**src/rtl/idex_hazard_reg_if.sv**
```systemverilog
// Signal bundle between the decode stage, the ID/EX register and the hazard/EX consumers.
// master drives the decode side and stall/flush requests; slave is the ID/EX register.
interface idex_hazard_reg_if #(
    parameter int DATA_W     = 32,
    parameter int REG_ADDR_W = 5,
    parameter int CNT_W      = 16
);
    logic                  mem_stall;
    logic                  flush;
    logic [8:0]            ID_ctrl;
    logic [REG_ADDR_W-1:0] ID_reg_rs;
    logic [REG_ADDR_W-1:0] ID_reg_rt;
    logic [REG_ADDR_W-1:0] ID_reg_rd;
    logic [DATA_W-1:0]     ID_read_data_1;
    logic [DATA_W-1:0]     ID_read_data_2;
    logic [DATA_W-1:0]     ID_imm;
    logic [DATA_W-1:0]     ID_pc_plus4;

    logic [8:0]            IDEX_ctrl;
    logic [REG_ADDR_W-1:0] IDEX_reg_rs;
    logic [REG_ADDR_W-1:0] IDEX_reg_rt;
    logic [REG_ADDR_W-1:0] IDEX_reg_rd;
    logic [DATA_W-1:0]     IDEX_read_data_1;
    logic [DATA_W-1:0]     IDEX_read_data_2;
    logic [DATA_W-1:0]     IDEX_imm;
    logic [DATA_W-1:0]     IDEX_pc_plus4;
    logic                  pc_write;
    logic                  IFID_write;
    logic                  load_use_stall;
    logic [CNT_W-1:0]      stall_count;

    modport master (
        output mem_stall, flush, ID_ctrl, ID_reg_rs, ID_reg_rt, ID_reg_rd,
               ID_read_data_1, ID_read_data_2, ID_imm, ID_pc_plus4,
        input  IDEX_ctrl, IDEX_reg_rs, IDEX_reg_rt, IDEX_reg_rd,
               IDEX_read_data_1, IDEX_read_data_2, IDEX_imm, IDEX_pc_plus4,
               pc_write, IFID_write, load_use_stall, stall_count
    );

    modport slave (
        input  mem_stall, flush, ID_ctrl, ID_reg_rs, ID_reg_rt, ID_reg_rd,
               ID_read_data_1, ID_read_data_2, ID_imm, ID_pc_plus4,
        output IDEX_ctrl, IDEX_reg_rs, IDEX_reg_rt, IDEX_reg_rd,
               IDEX_read_data_1, IDEX_read_data_2, IDEX_imm, IDEX_pc_plus4,
               pc_write, IFID_write, load_use_stall, stall_count
    );
endinterface

```
**src/rtl/idex_hazard_reg.sv**
```systemverilog
// ID/EX pipeline register with load-use hazard detection, bubble insertion on
// hazard/flush, freeze on memory stall and a saturating stall-cycle counter.
module idex_hazard_reg #(
    parameter int DATA_W     = 32,
    parameter int REG_ADDR_W = 5,
    parameter int CNT_W      = 16
) (
    input  logic         clk,
    input  logic         rst,
    idex_hazard_reg_if.slave bus
);
    logic [8:0]            ctrl_q,    ctrl_d;
    logic [REG_ADDR_W-1:0] rs_q,      rs_d;
    logic [REG_ADDR_W-1:0] rt_q,      rt_d;
    logic [REG_ADDR_W-1:0] rd_q,      rd_d;
    logic [DATA_W-1:0]     rdata1_q,  rdata1_d;
    logic [DATA_W-1:0]     rdata2_q,  rdata2_d;
    logic [DATA_W-1:0]     imm_q,     imm_d;
    logic [DATA_W-1:0]     pc4_q,     pc4_d;
    logic [CNT_W-1:0]      cnt_q,     cnt_d;

    logic load_use;
    logic stall_any;

    // A load in EX whose destination is read by the instruction in ID; r0 never hazards.
    assign load_use  = ctrl_q[2] && (rt_q != '0) &&
                       ((rt_q == bus.ID_reg_rs) || (rt_q == bus.ID_reg_rt));
    assign stall_any = load_use || bus.mem_stall;

    always_comb begin
        ctrl_d   = ctrl_q;
        rs_d     = rs_q;
        rt_d     = rt_q;
        rd_d     = rd_q;
        rdata1_d = rdata1_q;
        rdata2_d = rdata2_q;
        imm_d    = imm_q;
        pc4_d    = pc4_q;
        cnt_d    = cnt_q;

        if (!bus.mem_stall) begin
            rs_d     = bus.ID_reg_rs;
            rt_d     = bus.ID_reg_rt;
            rd_d     = bus.ID_reg_rd;
            rdata1_d = bus.ID_read_data_1;
            rdata2_d = bus.ID_read_data_2;
            imm_d    = bus.ID_imm;
            pc4_d    = bus.ID_pc_plus4;
            ctrl_d   = (bus.flush || load_use) ? 9'h000 : bus.ID_ctrl;
        end

        if (stall_any && (cnt_q != '1)) begin
            cnt_d = cnt_q + CNT_W'(1);
        end
    end

    always_ff @(posedge clk or posedge rst) begin
        if (rst) begin
            ctrl_q   <= '0;
            rs_q     <= '0;
            rt_q     <= '0;
            rd_q     <= '0;
            rdata1_q <= '0;
            rdata2_q <= '0;
            imm_q    <= '0;
            pc4_q    <= '0;
            cnt_q    <= '0;
        end else begin
            ctrl_q   <= ctrl_d;
            rs_q     <= rs_d;
            rt_q     <= rt_d;
            rd_q     <= rd_d;
            rdata1_q <= rdata1_d;
            rdata2_q <= rdata2_d;
            imm_q    <= imm_d;
            pc4_q    <= pc4_d;
            cnt_q    <= cnt_d;
        end
    end

    assign bus.IDEX_ctrl        = ctrl_q;
    assign bus.IDEX_reg_rs      = rs_q;
    assign bus.IDEX_reg_rt      = rt_q;
    assign bus.IDEX_reg_rd      = rd_q;
    assign bus.IDEX_read_data_1 = rdata1_q;
    assign bus.IDEX_read_data_2 = rdata2_q;
    assign bus.IDEX_imm         = imm_q;
    assign bus.IDEX_pc_plus4    = pc4_q;
    assign bus.pc_write         = !stall_any;
    assign bus.IFID_write       = !stall_any;
    assign bus.load_use_stall   = load_use;
    assign bus.stall_count      = cnt_q;
endmodule

```
**src/flat_wrapper.sv**
```systemverilog
// flat-port wrapper written by rule: the top's interface ports become plain ports
module idex_hazard_reg_flat 
#(
    parameter int DATA_W     = 32,
    parameter int REG_ADDR_W = 5,
    parameter int CNT_W      = 16
)
  (clk, rst, bus_mem_stall, bus_flush, bus_ID_ctrl, bus_ID_reg_rs, bus_ID_reg_rt, bus_ID_reg_rd, bus_ID_read_data_1, bus_ID_read_data_2, bus_ID_imm, bus_ID_pc_plus4, bus_IDEX_ctrl, bus_IDEX_reg_rs, bus_IDEX_reg_rt, bus_IDEX_reg_rd, bus_IDEX_read_data_1, bus_IDEX_read_data_2, bus_IDEX_imm, bus_IDEX_pc_plus4, bus_pc_write, bus_IFID_write, bus_load_use_stall, bus_stall_count);
  idex_hazard_reg_if #(.DATA_W(DATA_W), .REG_ADDR_W(REG_ADDR_W), .CNT_W(CNT_W)) bus_i ();
  input  logic clk;
  input  logic rst;
  input wire logic [$bits(bus_i.mem_stall)-1:0] bus_mem_stall;
  input wire logic [$bits(bus_i.flush)-1:0] bus_flush;
  input wire logic [$bits(bus_i.ID_ctrl)-1:0] bus_ID_ctrl;
  input wire logic [$bits(bus_i.ID_reg_rs)-1:0] bus_ID_reg_rs;
  input wire logic [$bits(bus_i.ID_reg_rt)-1:0] bus_ID_reg_rt;
  input wire logic [$bits(bus_i.ID_reg_rd)-1:0] bus_ID_reg_rd;
  input wire logic [$bits(bus_i.ID_read_data_1)-1:0] bus_ID_read_data_1;
  input wire logic [$bits(bus_i.ID_read_data_2)-1:0] bus_ID_read_data_2;
  input wire logic [$bits(bus_i.ID_imm)-1:0] bus_ID_imm;
  input wire logic [$bits(bus_i.ID_pc_plus4)-1:0] bus_ID_pc_plus4;
  output wire logic [$bits(bus_i.IDEX_ctrl)-1:0] bus_IDEX_ctrl;
  output wire logic [$bits(bus_i.IDEX_reg_rs)-1:0] bus_IDEX_reg_rs;
  output wire logic [$bits(bus_i.IDEX_reg_rt)-1:0] bus_IDEX_reg_rt;
  output wire logic [$bits(bus_i.IDEX_reg_rd)-1:0] bus_IDEX_reg_rd;
  output wire logic [$bits(bus_i.IDEX_read_data_1)-1:0] bus_IDEX_read_data_1;
  output wire logic [$bits(bus_i.IDEX_read_data_2)-1:0] bus_IDEX_read_data_2;
  output wire logic [$bits(bus_i.IDEX_imm)-1:0] bus_IDEX_imm;
  output wire logic [$bits(bus_i.IDEX_pc_plus4)-1:0] bus_IDEX_pc_plus4;
  output wire logic [$bits(bus_i.pc_write)-1:0] bus_pc_write;
  output wire logic [$bits(bus_i.IFID_write)-1:0] bus_IFID_write;
  output wire logic [$bits(bus_i.load_use_stall)-1:0] bus_load_use_stall;
  output wire logic [$bits(bus_i.stall_count)-1:0] bus_stall_count;
  assign bus_i.mem_stall = bus_mem_stall;
  assign bus_i.flush = bus_flush;
  assign bus_i.ID_ctrl = bus_ID_ctrl;
  assign bus_i.ID_reg_rs = bus_ID_reg_rs;
  assign bus_i.ID_reg_rt = bus_ID_reg_rt;
  assign bus_i.ID_reg_rd = bus_ID_reg_rd;
  assign bus_i.ID_read_data_1 = bus_ID_read_data_1;
  assign bus_i.ID_read_data_2 = bus_ID_read_data_2;
  assign bus_i.ID_imm = bus_ID_imm;
  assign bus_i.ID_pc_plus4 = bus_ID_pc_plus4;
  assign bus_IDEX_ctrl = bus_i.IDEX_ctrl;
  assign bus_IDEX_reg_rs = bus_i.IDEX_reg_rs;
  assign bus_IDEX_reg_rt = bus_i.IDEX_reg_rt;
  assign bus_IDEX_reg_rd = bus_i.IDEX_reg_rd;
  assign bus_IDEX_read_data_1 = bus_i.IDEX_read_data_1;
  assign bus_IDEX_read_data_2 = bus_i.IDEX_read_data_2;
  assign bus_IDEX_imm = bus_i.IDEX_imm;
  assign bus_IDEX_pc_plus4 = bus_i.IDEX_pc_plus4;
  assign bus_pc_write = bus_i.pc_write;
  assign bus_IFID_write = bus_i.IFID_write;
  assign bus_load_use_stall = bus_i.load_use_stall;
  assign bus_stall_count = bus_i.stall_count;
  idex_hazard_reg #(.DATA_W(DATA_W), .REG_ADDR_W(REG_ADDR_W), .CNT_W(CNT_W)) u_core (.clk(clk), .rst(rst), .bus(bus_i));
endmodule
```
**config.mk**
```make
export PLATFORM = sky130hd
export DESIGN_NAME = idex_hazard_reg_flat
export DESIGN_NICKNAME = d
export VERILOG_FILES = /design/src/rtl/idex_hazard_reg_if.sv /design/src/rtl/idex_hazard_reg.sv /design/src/flat_wrapper.sv
export SDC_FILE = /design/constraint.sdc
export NUM_CORES = 1
export LEC_CHECK = 0
export ABC_AREA = 1
export BUFFER_PORTS_ARGS = -buffer_cell sky130_fd_sc_hd__buf_4
export CAP_MARGIN = 20
export CORE_ASPECT_RATIO = 0.8
export CORE_MARGIN = 2
export CORE_UTILIZATION = 45
export DETAILED_ROUTE_END_ITERATION = 10
export PLACE_DENSITY_LB_ADDON = 0.3
export SYNTH_ARGS = -nofsm -noshare
export SYNTH_HDL_FRONTEND = slang
export SYNTH_SLANG_ARGS = --single-unit
```
**constraint.sdc**
```tcl
create_clock -name clk -period 10.75 [get_ports clk]
set_input_delay 3.225 -clock clk [delete_from_list [all_inputs] [get_ports clk]]
set_output_delay 3.225 -clock clk [all_outputs]
set_load 0.02 [all_outputs]
```
==> impl_metrics.py, run 1 <==
metrics = {
    "clock_network": {
        "clk_latency_ns": 0.42,
        "cts_tree": "yes",
        "cts_inserted_buffers": 17,
        "clk_path_buf_depth": 2,
        "clock_sinks": 168,
        "holdBufCountCts": 0,
        "clock-root-buffer": "clkbuf_16",
        "ctsHtreeMaxLevel": 4,
        "cts_setup_buffers": 0,
        "clkSlewWorstSetupHoldPaths_ns": 0.06,
        "cts.repair.resized": 0,
    },
    "logic_synthesis": {
        "ys_seq_elements": 168,
        "synth_compound_area_share_pct": 1.39,
        "yosys-top-cells-count": "501 x nand2_1, 168 x dfrtp_1, 29 x clkbuf_1, 29 x inv_1, 25 x nand3_1",
        "synthMostInstantiatedCell": "nand2_1",
        "yosys.area_share.simple_pct": 31.3,
        "syn_nets": 979,
        "seq_area_frac_synth_pct": 61.3,
        "yosysTopAreaCellShare_pct": 61.3,
        "ys.flop_type": "dfrtp_1",
        "synthCells": 822,
        "synth_xor_area_share_pct": 1.79,
        "ys_warn_count": 0,
        "synth.largest_area_cell": "dfrtp_1",
        "synth_area_leaders": "dfrtp_1 61%, nand2_1 27%, nand3_1 1.8%",
        "synth_fa_ha_area_share_pct": 0.182,
        "synth_edf_count": 0,
        "muxShareOfSynthArea_pct": 0,
        "syn_area_per_cell_um2": 8.35,
        "synthArstFlopShare_pct": 100,
        "yosysUniqueCellTypes": 24,
        "synth_top_family_by_area": "simple AND/OR/NAND/NOR gates",
        "syn-cell-area_um2": 6860,
    },
    "die": {
        "start_util_pct": 45.9,
        "io_pins": 327,
        "die-area_um2": 16300,
        "core_um2": 15000,
        "placementRows": 40,
        "fp.dieH_um": 114,
        "die_x_um": 142,
    },
    "sta": {
        "rsz0062_at_grt": "false",
        "final.period_utilization_pct": 78.1,
        "final.setup.tns_ns": 0,
        "hold_viol": 0,
        "worst_pin_slew_ns": 0.946,
        "layout_min_cycle_time_ns": 8.39,
        "drv_slew": 0,
        "finalClockSkew_ns": 0.00530,
        "relSlewSlack_pct": 36.9,
        "max_freq_ghz": 0.119,
        "setup_violations": 0,
    },
    "route": {
        "drc": 0,
        "vias": 6324,
        "drtPass1Iterations": 5,
        "drt-initial-drc-count": 379,
        "wl_per_cell_um": 15.0,
        "routed_via_density": 4.75,
        "ant_nets": 0,
        "drt-total-wl_um": 20000,
    },
    "critical_path": {
        "critPathMostFrequentCell": "buf_4",
        "slowest_stage": "buf_4",
        "arrival_ns": 5.17,
        "end_kind": "primary output",
        "crit_required_ns": 7.53,
        "crit_fanout": 85,
        "critical_path_class": "in -> out",
        "startpoint_type": "primary input",
        "cpPeakStageDelay_ns": 0.64,
        "crit_chain": "buf_4 -> inv_4 -> nand2_2 -> inv_1 -> buf_4",
    },
    "placed_design": {
        "placed_cell_area_um2": 9410,
        "gp_congestion": 0.844,
        "hpwl_um": 14000,
        "portBuffers": 326,
        "dp.cells": 1301,
    },
    "power": {
        "ir_drop_mv": 0.116,
        "power_switching_share_pct": 28.5,
        "combPwrFrac_pct": 19.6,
        "p_leak_nw": 5.68,
        "internal-power_mw": 1.22,
        "p_clk_share_pct": 37.7,
        "power_density_nw_per_um2": 171,
        "total_power_mw": 1.71,
        "p_switching_mw": 0.488,
        "seq_power_share_pct": 42.8,
    },
    "cells_and_area": {
        "final_cell_area_um2": 10000,
        "drive_above_1_share_pct": 32.0,
        "n_fill_cell": 1251,
        "layout.nets": 1288,
        "stdcell_count": 1332,
        "area_delta_synth_final_pct": 46.1,
        "antennaDiodeCount": 0,
    },
    "global_routing": {
        "grt_max_degree": 94,
        "first_global_vias": 6076,
        "antenna_found_initial": 0,
        "grt_usage_pct": 24.7,
        "grt_pass1_wl_um": 31100,
        "overflow": 0,
    },
    "status": {
        "status": "finished, final reports clean",
    },
    "worst_hold_path": {
        "hp-class": "reg -> reg",
    },
    "run": {
        "maxCapViolCount": 0,
    },
}
[layout make-up]
| cell class | count | area (um^2) | share of cell area [%] |
|---|---|---|---|
| Sequential cell | 168 | 4200 | 41.9 |
| Timing Repair Buffer | 329 | 2470 | 24.6 |
| Multi-Input combinational cell | 585 | 2370 | 23.7 |
| Clock buffer | 17 | 425 | 4.24 |
| Tap cell | 189 | 236 | 2.36 |
| Clock inverter | 14 | 196 | 1.96 |
| Inverter | 30 | 120 | 1.20 |
[cell usage in the layout, fill, tap and decap left out, types with 2 or more instances in the layout]
cell type | netlist | final
nor2_1 | 11 | 11
xnor2_1 | 3 | 3
xor2_1 | 11 | 11
nor3_1 | 5 | 5
inv_1 | 29 | 27
clkbuf_16 | 0 | 17
buf_4 | 1 | 329
clkinvlp_4 | 0 | 3
clkinv_2 | 0 | 2
dfrtp_1 | 168 | 168
nand3_1 | 25 | 25
bufinv_16 | 0 | 4
nand4_1 | 3 | 3
o21ai_0 | 19 | 19
inv_6 | 0 | 5
nand2_1 | 501 | 501
[metal layers]
metal  vias up  share of wire, %  track usage [%]
met5         -                 0                0
met4         0               2.7             9.53
met3        34               7.4             6.73
met2       241                50             42.5
met1      2938                39             29.7
li1       3111                 -                -
[state kept, by name, indices dropped and copies added (netlist names)]
| name | flops |
|---|---|
| u_core.bus.IDEX_imm | 32 |
| u_core.bus.IDEX_pc_plus4 | 32 |
| u_core.bus.IDEX_read_data_1 | 32 |
| u_core.bus.IDEX_read_data_2 | 32 |
| u_core.bus.stall_count | 16 |
| u_core.bus.IDEX_ctrl | 9 |
| u_core.bus.IDEX_reg_rd | 5 |
| u_core.bus.IDEX_reg_rs | 5 |
| u_core.bus.IDEX_reg_rt | 5 |
[power groups by stage]
stage / logic [mW] / clock network, mW / registers (mW)
after global placement: 0.333 / 0 / 0.741
final: 0.335 / 0.645 / 0.732
after detailed placement: 0.338 / 0 / 0.741
after CTS: 0.339 / 0.654 / 0.732
after floorplan: 0.0948 / 0 / 0.810
after global routing: 0.365 / 0.687 / 0.740
[worst max-delay path, delay by kind of cell]
kind / cells / cell delay (ns)
simple gates: 1 / 0.54
buf+inv: 4 / 1.37
[cells by family (layout without fill, tap and decap cells)]
group / Yosys count / count (layout)
buf+inv: 69 / 390
simple gates: 551 / 551
flops: 168 / 168
compound gates: 19 / 19
xor+xnor: 14 / 14
fa+ha+maj: 1 / 1
[path summary, 6_finish.rpt]
check	slack, ns	startpoint	depth (start not counted)	endpoint
setup / recovery	2.36	bus_mem_stall	5	bus_pc_write
hold / removal	0.48	u_core.bus.IDEX_read_data_2[14]	2	u_core.bus.IDEX_read_data_2[14]
setup reg to reg	8.48	u_core.bus.stall_count[0]	8	u_core.bus.stall_count[11]
hold reg to reg	0.48	u_core.bus.IDEX_read_data_2[14]	2	u_core.bus.IDEX_read_data_2[14]
max in group asynchronous	6.28	rst	3	u_core.bus.IDEX_imm[27]
min in group asynchronous	2.96	rst	2	u_core.bus.stall_count[0]
[stage by stage]
stage               hold slack [ns]  setup WS, ns  utilization, %
floorplan                     0.589          2.98               -
global placement              0.463          2.33            62.9
detailed placement            0.466          2.34            62.9
CTS                           0.483          2.35            67.0
global route                  0.494          2.13            67.0
finish                        0.479          2.36            67.0
Power figures use the tool's default switching activity.
==> run 2: changes to the inputs <==
- ABC_AREA: 1 -> 0
- clock period: 10.75 -> 8.55 ns (I/O delays scaled with it)
==> impl_metrics.py, run 2 <==
metrics = {
    "critical_path": {
        "crit_fanout": 18,
        "crit_required_ns": 5.99,
        "r2r-end": "u_core.bus.stall_count[12]",
        "end_kind": "primary output",
        "reg2reg_slack_ns": 6.32,
        "critical_path_class": "in -> out",
        "startpoint_type": "primary input",
        "reg2reg_depth": 5,
        "arrival_ns": 3.69,
        "r2r-start": "u_core.bus.IDEX_reg_rt[0]",
    },
    "logic_synthesis": {
        "synth.largest_area_cell": "dfrtp_1",
        "synth_fa_ha_area_share_pct": 0.190,
        "syn_nets": 584,
        "synth_edf_count": 0,
        "yosysUniqueCellTypes": 31,
        "synth_compound_area_share_pct": 1.83,
        "synthMostInstantiatedCell": "dfrtp_1",
        "yosysTopAreaCellShare_pct": 64.0,
        "yosys.area_share.simple_pct": 4.49,
        "ys_warn_count": 0,
        "syn-cell-area_um2": 6570,
        "synthArstFlopShare_pct": 100,
        "muxShareOfSynthArea_pct": 24.8,
        "seq_area_frac_synth_pct": 64.0,
        "ys_seq_elements": 168,
        "yosys-top-cells-count": "168 x dfrtp_1, 143 x mux2_2, 12 x xor2_1",
        "ys.flop_type": "dfrtp_1",
        "synthCells": 427,
        "synth_top_family_by_area": "multiplexers",
        "synth_xor_area_share_pct": 3.06,
        "synth_area_leaders": "dfrtp_1 64%, mux2_2 24%, xor2_1 1.6%",
        "syn_area_per_cell_um2": 15.4,
    },
    "global_routing": {
        "grt_max_degree": 95,
        "antenna_found_initial": 0,
        "grt_busiest_layer": "met2",
        "use_met2_pct": 39.4,
        "overflow": 0,
        "grt_pass1_wl_um": 26900,
        "grtUsageMet1_pct": 24.2,
        "met3_usage_pct": 8.40,
        "first_global_vias": 5087,
        "grt_usage_pct": 22.1,
    },
    "cells_and_area": {
        "stdcell_count": 951,
        "most-common-layout-cells": "327 x buf_4, 168 x dfrtp_1, 143 x mux2_2",
        "layout_commonest_cell": "buf_4",
        "fin_util_pct": 68.5,
        "final_cell_area_um2": 9790,
        "antennaDiodeCount": 0,
        "area_delta_synth_final_pct": 49.0,
        "layout.nets": 911,
        "drive_above_1_share_pct": 66.2,
        "n_fill_cell": 1053,
    },
    "route": {
        "ant_nets": 0,
        "wl_per_cell_um": 18.0,
        "routed_via_density": 4.90,
        "drt-initial-drc-count": 193,
        "drc": 0,
        "drtPass1Iterations": 4,
        "vias": 4657,
        "drt-total-wl_um": 17200,
    },
    "placed_design": {
        "pre_cts_slack_ns": 2.30,
        "gp_congestion": 0.855,
        "dp.cells": 919,
        "hpwl_um": 12700,
        "placed_cell_area_um2": 9180,
        "portBuffers": 326,
    },
    "sta": {
        "worst_pin_slew_ns": 0.926,
        "rsz0062_at_grt": "false",
        "finalClockSkew_ns": 0.00748,
        "layout_min_cycle_time_ns": 6.25,
        "setup_violations": 0,
        "drv_slew": 0,
        "whs_ns": 0.492,
        "relSlewSlack_pct": 38.3,
        "final.setup.tns_ns": 0,
        "max_freq_ghz": 0.160,
        "worst_slack_ns": 2.30,
        "final.period_utilization_pct": 73.1,
        "hold_viol": 0,
    },
    "clock_network": {
        "clock-root-buffer": "clkbuf_16",
        "cts_setup_buffers": 0,
        "holdBufCountCts": 0,
        "cts_tree": "yes",
        "ctsHtreeMaxLevel": 4,
        "cts_inserted_buffers": 17,
        "clkSlewWorstSetupHoldPaths_ns": 0.06,
        "cts.repair.resized": 0,
        "clk_path_buf_depth": 2,
        "clock_sinks": 168,
        "clk_latency_ns": 0.42,
    },
    "die": {
        "die_x_um": 139,
        "placementRows": 39,
        "fp.dieH_um": 112,
        "die-area_um2": 15600,
        "core_um2": 14300,
        "start_util_pct": 46.0,
        "io_pins": 327,
    },
    "status": {
        "status": "finished, final reports clean",
    },
    "run": {
        "maxCapViolCount": 0,
    },
    "power": {
        "total_power_mw": 2.26,
        "p_leak_nw": 4.66,
        "ir_drop_mv": 0.154,
        "power_density_nw_per_um2": 231,
    },
    "worst_hold_path": {
        "hold_depth": 1,
        "whs_endpoint": "u_core.bus.stall_count[6]",
        "hp-class": "reg -> reg",
        "min_from": "u_core.bus.stall_count[6]",
    },
}
-- run 2: routing by layer --
layer  up-vias  routed length [um]
met5         -                   0
met4         0                 441
met3        30                1330
met2       197                9120
met1      2279                6260
li1       2151                   -
-- run 2: where the power goes --
group          total (mW)  leakage, nW  switching (mW)  internal, mW
Sequential          0.964         1.98          0.0719         0.892
Clock               0.784        0.295           0.313         0.471
Combinational       0.515         2.38           0.260         0.255
-- run 2: final cells by class --
cell class | count | area [um^2] | area share [%]
Clock inverter | 13 | 170 | 1.74
Tap cell | 184 | 230 | 2.35
Timing Repair Buffer | 328 | 2470 | 25.2
Inverter | 3 | 16.3 | 0.166
Sequential cell | 168 | 4200 | 42.9
Clock buffer | 19 | 443 | 4.52
Multi-Input combinational cell | 236 | 2260 | 23.1
-- run 2: kinds of logic after synthesis --
family                     Yosys count
and+or+nand+nor                     54
muxes                              145
adders and majority gates            1
DFF                                168
xor gates and xnor gates            23
AOI/OAI and AO/OA                   13
buffers and inverters               23
-- run 2: worst max-delay path by stage --
stage                                 from                      end  slack [ns]  depth (start not counted)
after floorplan                        rst  u_core.bus.IDEX_ctrl[0]        1.44                          1
after global placement    bus_ID_reg_rs[4]           bus_IFID_write        2.31                          6
after detailed placement  bus_ID_reg_rs[0]           bus_IFID_write        2.30                          6
after CTS                 bus_ID_reg_rs[0]           bus_IFID_write        2.30                          6
after global routing      bus_ID_reg_rs[2]             bus_pc_write        2.22                          6
final                     bus_ID_reg_rs[2]           bus_IFID_write        2.30                          6
-- run 2: worst max-delay path: stages --
cell and delay [ns]:
buf_4 0.12, xnor2_1 0.13, nand3_1 0.11, o22ai_2 0.11, a21oi_4 0.42, buf_4 0.23
==> run 3: changes to the inputs <==
- clock period: 8.55 -> 6 ns (I/O delays scaled with it)
==> impl_metrics.py, run 3 (synthesis gave the netlist of run 2 again) <==
metrics = {
    "critical_path": {
        "cpPeakStageDelay_ns": 0.44,
        "startpoint_type": "primary input",
        "crit_fanout": 18,
        "crit_required_ns": 4.20,
        "r2r-start": "u_core.bus.IDEX_reg_rt[0]",
        "end_kind": "primary output",
        "arrival_ns": 3.01,
        "crit_end": "bus_pc_write",
        "critical_path_class": "in -> out",
        "reg2reg_depth": 5,
        "r2r-end": "u_core.bus.stall_count[12]",
        "reg2reg_slack_ns": 3.75,
        "crit_start": "bus_ID_reg_rs[0]",
        "critPathMostFrequentCell": "buf_4",
        "crit_chain": "buf_4 -> xnor2_1 -> nand3_1 -> o22ai_2 -> a21oi_4 -> buf_4",
        "slowest_stage": "a21oi_4",
    },
    "route": {
        "dr_wl_met3_um": 1170,
        "routed_via_density": 4.87,
        "drt-met1-wl_um": 6470,
        "wl_per_cell_um": 17.8,
        "drt-initial-drc-count": 258,
        "vias": 4628,
        "ant_nets": 0,
        "drc": 0,
        "drtPass1Iterations": 4,
        "wl_met2_um": 8990,
        "drt-total-wl_um": 17000,
        "top_layer": "met4",
    },
    "die": {
        "start_util_pct": 46.0,
        "die_x_um": 139,
        "placementRows": 39,
        "io_pins": 327,
        "core_um2": 14300,
        "die-area_um2": 15600,
        "fp.dieH_um": 112,
    },
    "sta": {
        "final.setup.tns_ns": 0,
        "finalClockSkew_ns": 0.00931,
        "final.period_utilization_pct": 80.2,
        "worst_slack_ns": 1.19,
        "relSlewSlack_pct": 32.5,
        "drv_slew": 0,
        "rsz0062_at_grt": "false",
        "setup_violations": 0,
        "worst_pin_slew_ns": 1.01,
        "layout_min_cycle_time_ns": 4.81,
        "max_freq_ghz": 0.208,
        "hold_viol": 0,
    },
    "global_routing": {
        "first_global_vias": 5083,
        "grt_usage_pct": 22.0,
        "antenna_found_initial": 0,
        "grt_max_degree": 107,
        "grt_pass1_wl_um": 26900,
        "overflow": 0,
    },
    "cells_and_area": {
        "n_fill_cell": 1038,
        "area_delta_synth_final_pct": 48.3,
        "stdcell_count": 951,
        "antennaDiodeCount": 0,
        "most-common-layout-cells": "328 x buf_4, 168 x dfrtp_1, 143 x mux2_2",
        "layout_commonest_cell": "buf_4",
        "layout.nets": 913,
        "drive_above_1_share_pct": 66.2,
    },
    "run": {
        "maxCapViolCount": 0,
    },
    "placed_design": {
        "hpwl_um": 12800,
        "pre_cts_slack_ns": 1.22,
        "dp.cells": 921,
        "gp_congestion": 0.817,
        "portBuffers": 326,
    },
    "power": {
        "p_leak_nw": 4.64,
        "power_density_nw_per_um2": 320,
        "ir_drop_mv": 0.193,
    },
    "clock_network": {
        "clock_sinks": 168,
        "clk_latency_ns": 0.41,
        "cts_setup_buffers": 0,
        "clock-root-buffer": "clkbuf_16",
        "clk_path_buf_depth": 2,
        "cts.repair.resized": 0,
        "clkSlewWorstSetupHoldPaths_ns": 0.06,
        "holdBufCountCts": 0,
        "cts_tree": "yes",
        "ctsHtreeMaxLevel": 4,
        "cts_inserted_buffers": 17,
    },
    "status": {
        "status": "finished, final reports clean",
    },
    "worst_hold_path": {
        "hp-class": "reg -> reg",
    },
}
==> run 3: changes by cell type in the layout (fill, tap and decap cells not counted), sizes merged <==
cell and change:
bufinv -2, clkinvlp +1, inv -1, buf +2
==> run 3: cell type report <==
cell class              instances  area (um^2)  share of cell area [%]
flip-flops and latches        168         4200                    43.1
repair buffers                330         2490                    25.6
multi-input cells             236         2260                    23.2
clock buffers                  19          443                    4.54
well taps                     184          230                    2.36
clock inverters                11          100                    1.03
inverters                       3         15.0                   0.154
==> run 3: layer usage <==
layer  vias to the layer above  track usage, %
met5                         -               0
met4                         0            8.08
met3                        29            6.95
met2                       187            38.9
met1                      2265            25.4
li1                       2147               -
==> run 3: worst max-delay path, delay by kind of cell <==
family | cells | cell delay [ns]
AOI/OAI and AO/OA | 2 | 0.56
xor gates and xnor gates | 1 | 0.14
and+or+nand+nor | 1 | 0.14
buffers and inverters | 2 | 0.36
==> run 3: worst min path at each step <==
stage / startpoint / cells past startpoint / slack [ns] / endpoint
finish: u_core.bus.stall_count[8] / 1 / 0.49 / u_core.bus.stall_count[8]
global route: u_core.bus.stall_count[8] / 1 / 0.51 / u_core.bus.stall_count[8]
CTS: u_core.bus.stall_count[8] / 1 / 0.49 / u_core.bus.stall_count[8]
detailed placement: u_core.bus.stall_count[8] / 1 / 0.48 / u_core.bus.stall_count[8]
global placement: u_core.bus.stall_count[8] / 1 / 0.48 / u_core.bus.stall_count[8]
floorplan: u_core.bus.stall_count[8] / 1 / 0.59 / u_core.bus.stall_count[8]
==> run 3: report_power, final <==
part / total (mW) / internal [mW] / leakage [nW] / switching, mW
Combinational: 0.738 / 0.365 / 2.39 / 0.373
Clock: 1.01 / 0.578 / 0.265 / 0.430
Sequential: 1.38 / 1.27 / 1.98 / 0.104
Total: 3.12 / 2.21 / 4.64 / 0.908
==> run 3: through the flow <==
stage	utilization [%]	cell area [um^2]	hold slack [ns]	total power, mW
after floorplan	-	6580	0.589	1.76
final	68.2	9750	0.490	3.12
after detailed placement	64.4	9210	0.476	2.14
after global placement	64.4	9210	0.476	2.11
after global routing	68.2	9750	0.513	3.27
after CTS	68.2	9750	0.489	3.16
